==> src/rtl/write_buffer_pkg.sv <==
// Shared types for the posted-write buffer: FIFO entry layout,
// requester/drain state encodings and the default FIFO depth.
package write_buffer_pkg;

    localparam int WB_DEFAULT_DEPTH = 16;

    typedef struct packed {
        logic [31:0] addr;
        logic [31:0] data;
    } wb_entry_t;

    typedef enum logic [2:0] {
        IDLE,
        WAIT_SLOT,
        WAIT_DRAIN,
        READ,
        DONE
    } req_state_e;

    typedef enum logic [1:0] {
        D_IDLE,
        D_FETCH,
        D_WRITE
    } drn_state_e;

endpackage

==> src/rtl/write_buffer_bram.sv <==
// bram_dual: simple dual-port RAM, port A write, port B registered read.
// Ports: i_clock, i_a_we/i_a_addr/i_a_data, i_b_re/i_b_addr, o_b_data.
// Read-during-write on the same address returns the old contents.
module bram_dual #(
    parameter int WIDTH = 64,
    parameter int SIZE  = 16,
    localparam int AW   = (SIZE > 1) ? $clog2(SIZE) : 1
) (
    input  logic             i_clock,
    input  logic             i_a_we,
    input  logic [AW-1:0]    i_a_addr,
    input  logic [WIDTH-1:0] i_a_data,
    input  logic             i_b_re,
    input  logic [AW-1:0]    i_b_addr,
    output logic [WIDTH-1:0] o_b_data
);

    logic [WIDTH-1:0] mem_q [SIZE];

    always_ff @(posedge i_clock) begin
        if (i_a_we) begin
            mem_q[i_a_addr] <= i_a_data;
        end
        if (i_b_re) begin
            o_b_data <= mem_q[i_b_addr];
        end
    end

endmodule

==> src/rtl/write_buffer.sv <==
// write_buffer: posted writes queued and drained to a 32-bit bus in order;
// reads wait for the queue to empty, then pass through to the bus.
// Ports: i_clock/i_reset (async, active-low), requester i_request/i_rw/
// i_address/i_wdata -> o_ready/o_rdata, bus o_bus_* / i_bus_rdata/i_bus_ready.
// Macro WRITE_BUFFER_EN enables the FIFO; undefined, writes pass through.
module write_buffer
    import write_buffer_pkg::*;
#(
    parameter int DEPTH = WB_DEFAULT_DEPTH
) (
    input  logic        i_clock,
    input  logic        i_reset,
    input  logic        i_request,
    input  logic        i_rw,
    input  logic [31:0] i_address,
    input  logic [31:0] i_wdata,
    output logic [31:0] o_rdata,
    output logic        o_ready,
    output logic        o_bus_request,
    output logic        o_bus_rw,
    output logic [31:0] o_bus_address,
    output logic [31:0] o_bus_wdata,
    input  logic [31:0] i_bus_rdata,
    input  logic        i_bus_ready
);

    if ((DEPTH < 2) || (DEPTH > 256) || ((DEPTH & (DEPTH - 1)) != 0)) begin : g_bad_depth
        $error("write_buffer: DEPTH must be a power of two in 2..256");
    end

    req_state_e  req_q, req_d;
    logic        ready_q, ready_d;
    logic [31:0] rdata_q, rdata_d;
    logic        bus_req_q, bus_req_d;
    logic        bus_rw_q, bus_rw_d;
    logic [31:0] bus_addr_q, bus_addr_d;
    logic [31:0] bus_wdata_q, bus_wdata_d;
    logic        bus_done;
    logic        rd_go;
    logic        rd_clear;

    assign bus_done = bus_req_q && i_bus_ready;

`ifdef WRITE_BUFFER_EN
    localparam int AW = $clog2(DEPTH);

    drn_state_e drn_q, drn_d;
    logic [AW:0] wptr_q, wptr_d;
    logic [AW:0] rptr_q, rptr_d;
    logic [AW:0] count;
    logic        full, empty;
    logic        push, pop, fetch, load;
    wb_entry_t   head, push_entry;

    assign count      = wptr_q - rptr_q;
    assign full       = (count == (AW+1)'(DEPTH));
    assign empty      = (count == '0);
    assign rd_clear   = empty && (drn_q == D_IDLE);
    assign push_entry = '{addr: i_address, data: i_wdata};

    bram_dual #(
        .WIDTH (64),
        .SIZE  (DEPTH)
    ) u_ram (
        .i_clock  (i_clock),
        .i_a_we   (push),
        .i_a_addr (wptr_q[AW-1:0]),
        .i_a_data (push_entry),
        .i_b_re   (fetch),
        .i_b_addr (rptr_q[AW-1:0]),
        .o_b_data (head)
    );

    // Head entry stays in the FIFO until its bus write completes.
    always_comb begin
        drn_d = drn_q;
        fetch = 1'b0;
        load  = 1'b0;
        pop   = 1'b0;
        unique case (drn_q)
            D_IDLE: begin
                if (!empty && (req_q != READ)) begin
                    fetch = 1'b1;
                    drn_d = D_FETCH;
                end
            end
            D_FETCH: begin
                load  = 1'b1;
                drn_d = D_WRITE;
            end
            D_WRITE: begin
                if (bus_done) begin
                    pop   = 1'b1;
                    drn_d = D_IDLE;
                end
            end
            default: drn_d = D_IDLE;
        endcase
    end

    assign wptr_d = wptr_q + (AW+1)'(push);
    assign rptr_d = rptr_q + (AW+1)'(pop);

    always_ff @(posedge i_clock or negedge i_reset) begin
        if (!i_reset) begin
            drn_q  <= D_IDLE;
            wptr_q <= '0;
            rptr_q <= '0;
        end else begin
            drn_q  <= drn_d;
            wptr_q <= wptr_d;
            rptr_q <= rptr_d;
        end
    end
`else
    assign rd_clear = 1'b1;
`endif

    // A pop in the same cycle frees a slot for this cycle's push.
    always_comb begin
        req_d   = req_q;
        ready_d = 1'b0;
        rd_go   = 1'b0;
`ifdef WRITE_BUFFER_EN
        push    = 1'b0;
`endif
        unique case (req_q)
            IDLE: begin
                if (i_request) begin
`ifdef WRITE_BUFFER_EN
                    if (!i_rw) begin
                        req_d = WAIT_DRAIN;
                    end else if (!full || pop) begin
                        push    = 1'b1;
                        ready_d = 1'b1;
                        req_d   = DONE;
                    end else begin
                        req_d = WAIT_SLOT;
                    end
`else
                    req_d = WAIT_DRAIN;
`endif
                end
            end
            WAIT_SLOT: begin
`ifdef WRITE_BUFFER_EN
                if (!full || pop) begin
                    push    = 1'b1;
                    ready_d = 1'b1;
                    req_d   = DONE;
                end
`else
                req_d = IDLE;
`endif
            end
            WAIT_DRAIN: begin
                if (rd_clear) begin
                    rd_go = 1'b1;
                    req_d = READ;
                end
            end
            READ: begin
                if (bus_done) begin
                    ready_d = 1'b1;
                    req_d   = DONE;
                end
            end
            DONE: begin
                if (!i_request) begin
                    req_d = IDLE;
                end
            end
            default: req_d = IDLE;
        endcase
    end

    always_comb begin
        bus_req_d   = bus_req_q;
        bus_rw_d    = bus_rw_q;
        bus_addr_d  = bus_addr_q;
        bus_wdata_d = bus_wdata_q;
        rdata_d     = rdata_q;
        if (bus_done) begin
            bus_req_d = 1'b0;
        end
        if ((req_q == READ) && bus_done && !bus_rw_q) begin
            rdata_d = i_bus_rdata;
        end
        if (rd_go) begin
            bus_req_d  = 1'b1;
            bus_addr_d = i_address;
`ifdef WRITE_BUFFER_EN
            bus_rw_d    = 1'b0;
`else
            bus_rw_d    = i_rw;
            bus_wdata_d = i_wdata;
`endif
        end
`ifdef WRITE_BUFFER_EN
        if (load) begin
            bus_req_d   = 1'b1;
            bus_rw_d    = 1'b1;
            bus_addr_d  = head.addr;
            bus_wdata_d = head.data;
        end
`endif
    end

    always_ff @(posedge i_clock or negedge i_reset) begin
        if (!i_reset) begin
            req_q       <= IDLE;
            ready_q     <= 1'b0;
            rdata_q     <= '0;
            bus_req_q   <= 1'b0;
            bus_rw_q    <= 1'b0;
            bus_addr_q  <= '0;
            bus_wdata_q <= '0;
        end else begin
            req_q       <= req_d;
            ready_q     <= ready_d;
            rdata_q     <= rdata_d;
            bus_req_q   <= bus_req_d;
            bus_rw_q    <= bus_rw_d;
            bus_addr_q  <= bus_addr_d;
            bus_wdata_q <= bus_wdata_d;
        end
    end

    assign o_ready       = ready_q;
    assign o_rdata       = rdata_q;
    assign o_bus_request = bus_req_q;
    assign o_bus_rw      = bus_rw_q;
    assign o_bus_address = bus_addr_q;
    assign o_bus_wdata   = bus_wdata_q;

endmodule

==> config.mk <==
export PLATFORM = sky130hd
export DESIGN_NAME = write_buffer
export DESIGN_NICKNAME = d
export VERILOG_FILES = /design/src/rtl/write_buffer_pkg.sv /design/src/rtl/write_buffer_bram.sv /design/src/rtl/write_buffer.sv
export SDC_FILE = /design/constraint.sdc
export NUM_CORES = 1
export LEC_CHECK = 0
export BUFFER_PORTS_ARGS = -buffer_cell sky130_fd_sc_hd__buf_2
export CAP_MARGIN = 20
export CORE_MARGIN = 4
export CORE_UTILIZATION = 51
export CTS_BUF_LIST = sky130_fd_sc_hd__clkbuf_8
export CTS_CLUSTER_DIAMETER = 200
export DETAILED_ROUTE_END_ITERATION = 12
export PLACE_DENSITY_LB_ADDON = 0.15
export SETUP_SLACK_MARGIN = 0.2
export SLEW_MARGIN = 40
export SYNTH_ARGS = -nofsm -noshare
export SYNTH_HDL_FRONTEND = slang
export SYNTH_HIERARCHICAL = 1
export SYNTH_SLANG_ARGS = --single-unit
==> constraint.sdc <==
create_clock -name i_clock -period 4.24 [get_ports i_clock]
set_input_delay 0.848 -clock i_clock [delete_from_list [all_inputs] [get_ports i_clock]]
set_output_delay 0.848 -clock i_clock [all_outputs]
set_load 0.05 [all_outputs]
### Yosys cells after proc, flatten, opt, wreduce, memory -nomap -nowiden

Index checks and enable logic that the tools add are counted.

| storage, ports and cells | value |
|---|---|
| register bits after elaboration | 102 |
| input bits | 101 |
| output and inout bits | 99 |

| cells by class | value |
|---|---|
| equal/unequal tests | 6 |
| multiplexer cells | 9 |
| reductions and logical operators | 7 |

Operator list:

| operator | count |
|---|---|
| 3-bit case mux with 4 select lines | 1 |
| 3-bit two-way mux | 3 |
| 3-bit by 2-bit == test with 1-bit output, second input constant | 2 |
| 2-bit inequality test, second input constant | 3 |
| 1-bit two-way mux | 5 |
| 3-bit == test, second input constant | 1 |
| 1-bit logical AND | 3 |
| 3-bit zero test | 1 |
| 3-bit AND reduction | 1 |
| 2-bit nonzero test | 1 |
| 1-bit zero test | 1 |

### Logic depth before layout (Yosys ltp)

| depth | value |
|---|---|
| depth in word-level cells | 3 |
| mapped depth | 5 |
| mapped depth without buffers | 3 |

### Worst setup path before layout

No wires, ideal clock.

| timing path | value |
|---|---|
| path kind | input port to flip-flop |
| start | input i_bus_ready |
| end | register rdata_q[0] (netlist: o_rdata[0]) |
| arrival | 1.853 ns |
| required time | 4.115 ns |
| path slack | 2.262 ns |
| stages | 5 |
| buffers on the path | 2 |
| path through | nand3_1 > or3_1 > buf_6 > buf_12 > mux2_4 |

| on the way | value |
|---|---|
| word-level cells in the longest chain between the ends | 3 |

Ends and longest elaborated chain:

| element | RTL line | source |
|---|---|---|
| start, declared | write_buffer.sv:24 | `input logic i_bus_ready` |
| 1-bit logical AND | write_buffer.sv:42 | `assign bus_done = bus_req_q && i_bus_ready;` |
| 1-bit logical AND (2 in a row) | write_buffer.sv:186 | `if ((req_q == READ) && bus_done && !bus_rw_q) begin` |
| end signal, assigned | write_buffer.sv:221 | `rdata_q <= rdata_d;` |
| end, declared | write_buffer.sv:33 | `logic [31:0] rdata_q, rdata_d;` |

No other way between the ends.
A chain may end at the register's enable or synchronous reset.

### Worst setup path in the final report

| timing path | value |
|---|---|
| start | register req_q[2] |
| end | register bus_addr_q[11] (netlist: o_bus_address[11]) |

| on the way | value |
|---|---|
| word-level cells in the longest chain between the ends | 2 |

Ends and longest elaborated chain:

| element | RTL line | source |
|---|---|---|
| start, declared | write_buffer.sv:31 | `req_state_e req_q, req_d;` |
| start signal, assigned | write_buffer.sv:219 | `req_q <= req_d;` |
| 3-bit by 2-bit == test with 1-bit output | write_buffer.sv:127 | `unique case (req_q)` |
| 1-bit two-way mux | write_buffer.sv:127 |  |
| end signal, assigned | write_buffer.sv:224 | `bus_addr_q <= bus_addr_d;` |
| end, declared | write_buffer.sv:36 | `logic [31:0] bus_addr_q, bus_addr_d;` |

No other way between the ends.

==> metrics.yaml <==
status: "complete, no violations"
postLayoutCellArea_mm2: 0.00523
hold_buffers: 0
core_mm2: 0.00737
rows: 31
firstDrtPassIters: 4
grt_pass1_vias: 2698
initial_utilization_pct: 53.5
met2WireLength_um: 4300
yosys.cell_types.count: 16
synth_area_mm2: 0.00394
clock_path_buffers: 2
crit_type: "reg2reg"
worst_slack_ns: 2.32
wirelength_met1_um: 3310
drt_iter0_drc: 36
drtAntennaViolNets: 0
cts_setup_buffers: 0
overflow: 0
grt_max_degree: 46
cts_tree: "yes"
gp_congestion: 0.802
diodes: 0
viasPerCell: 4.80
dpl-instance-area_mm2: 0.00503
post_drt_wl_per_cell_um: 16.2
grt_setup_unrepaired: "false"
root_buffer: "clkbuf_8"
skew_ns: 0.0108
clkTransAtPathRegs_ns: 0.10
grt_pass1_wl_um: 13100
die_area_mm2: 0.00920
cts_resized: 0
min_path_type: "in2async"
fmax_mhz: 521
hpwl_um: 6580
cp.arrival_ns: 2.16
htree_levels: 3
finalCritPeriodShare_pct: 45.3
dp_slack_ns: 2.06
cp.required_ns: 4.48
clk_latency_ns: 0.35
r2r_cells: 5
syn_inst: 223
met3_length_um: 906
ios: 200
die_w_um: 95.9
io_buffers: 199
cts_sinks: 102
area_growth_pct: 32.6
end_kind: "register"
crit_fanout: 20
start_kind: "register"
slew-limit-headroom_pct: 60.4
drc: 0
maxUsedRoutingLayer: "met4"
fp.dieH_um: 95.9
n_fill_cell: 511
track_usage_pct: 18.9
drive_gt1_share_pct: 74.1
cts_buffers: 9
reg2reg_from: "req_q[2]"
wl_um: 8600
via_count: 2548
crit_start: "req_q[2]"
timing_hold_violations_final: 0
synth_seq_cells: 102
avgSynthCellArea_um2: 17.7
slew_viol_final: 0
ys_warn_count: 6
cap_violations: 0
reg2reg_slack_ns: 2.32
yosysSeqAreaShare_pct: 64.8
layout.nets: 528
syn_nets: 324
period_minus_slack_ns: 1.92
tightest_slew_ns: 0.594
antenna_found_initial: 0
setup_viol: 0
r2r-end: "o_bus_address[11]"
tns_ns: 0
[flip-flops by register name (all words and copies together), names as in the netlist]
register,cells
req_q,3
o_bus_wdata,32
o_rdata,32
o_bus_rw,1
o_ready,1
o_bus_request,1
o_bus_address,32
[cells in the mapped netlist]
master / count / area, um2
or3_1: 1 / 6.26
dfrtp_1: 102 / 2550
mux2_4: 30 / 450
nand3_1: 1 / 5.00
buf_12: 3 / 60.1
nand2b_4: 1 / 13.8
inv_1: 2 / 7.51
buf_2: 7 / 35.0
mux2_2: 67 / 754
a31o_2: 1 / 8.76
a21oi_1: 1 / 5.00
nor2b_1: 1 / 6.26
o22ai_1: 1 / 6.26
buf_6: 1 / 11.3
nor2_1: 3 / 11.3
and2b_1: 1 / 7.51
[worst max-delay path by stage]
stage / endpoint / slack, ns / cells after the start
finish: o_bus_address[11] / 2.32 / 5
floorplan: o_rdata[0] / 2.26 / 5
global route: o_bus_address[20] / 2.22 / 5
CTS: o_bus_address[11] / 2.31 / 5
detailed placement: o_rdata[13] / 2.06 / 4
global placement: o_rdata[26] / 1.75 / 4
[routing by layer]
layer | track usage, % | up-vias
met4 | 6.04 | 0
met3 | 7.90 | 6
li1 | - | 1186
met5 | 0 | -
met1 | 22.0 | 1242
met2 | 31.7 | 114
[cell families after synthesis]
kind of cell	after synthesis	synth area share, %
AO/OA/AOI/OAI	3	0.508
buffers and inverters	13	2.89
flip-flops	102	64.8
multiplexers	97	30.6
AND/OR/NAND/NOR	8	1.27
[metrics by stage]
step                      util (%)  std cells  hold WS (ns)
after floorplan                  -        223         0.426
after global placement        67.8        514         0.439
after detailed placement      68.2        515         0.448
after CTS                     70.9        531         0.356
after global routing          70.9        531         0.359
final                         70.9        531         0.366
[critical path, stage by stage, from the launching register on]
cell      delay, ns
dfrtp_1        0.40
nand2b_4       0.17
nor2_4         0.35
buf_16         0.22
buf_4          0.28
mux2_2         0.37
[cell usage in the layout (no fill, tap or decap)]
| cell | n |
|---|---|
| a31o_2 | 1 |
| nand3_1 | 1 |
| dfrtp_1 | 102 |
| or3_4 | 1 |
| clkinv_2 | 1 |
| nor2_1 | 2 |
| o22ai_1 | 1 |
| buf_16 | 1 |
| mux2_2 | 67 |
| and2b_1 | 1 |
| a21oi_1 | 1 |
| clkbuf_8 | 10 |
| clkinv_4 | 1 |
| nand2b_4 | 1 |
| buf_4 | 5 |
| nor2_4 | 1 |
| inv_1 | 3 |
| clkinvlp_4 | 2 |
| mux2_4 | 30 |
| nor2b_1 | 1 |
| bufinv_16 | 1 |
| buf_2 | 198 |
[cell type report]
type | instances | area (um2) | area share (%)
multi-input combinational | 108 | 1290 | 24.6
clock buffer | 10 | 138 | 2.63
clock inverter | 6 | 62.6 | 1.20
sequential | 102 | 2550 | 48.8
inverter | 2 | 7.51 | 0.144
tap | 99 | 124 | 2.37
timing repair buffer | 204 | 1060 | 20.2
Power is left out: the tool's default activity adds up to more than one toggle a clock period on the data nets, which glitch-free logic cannot reach.
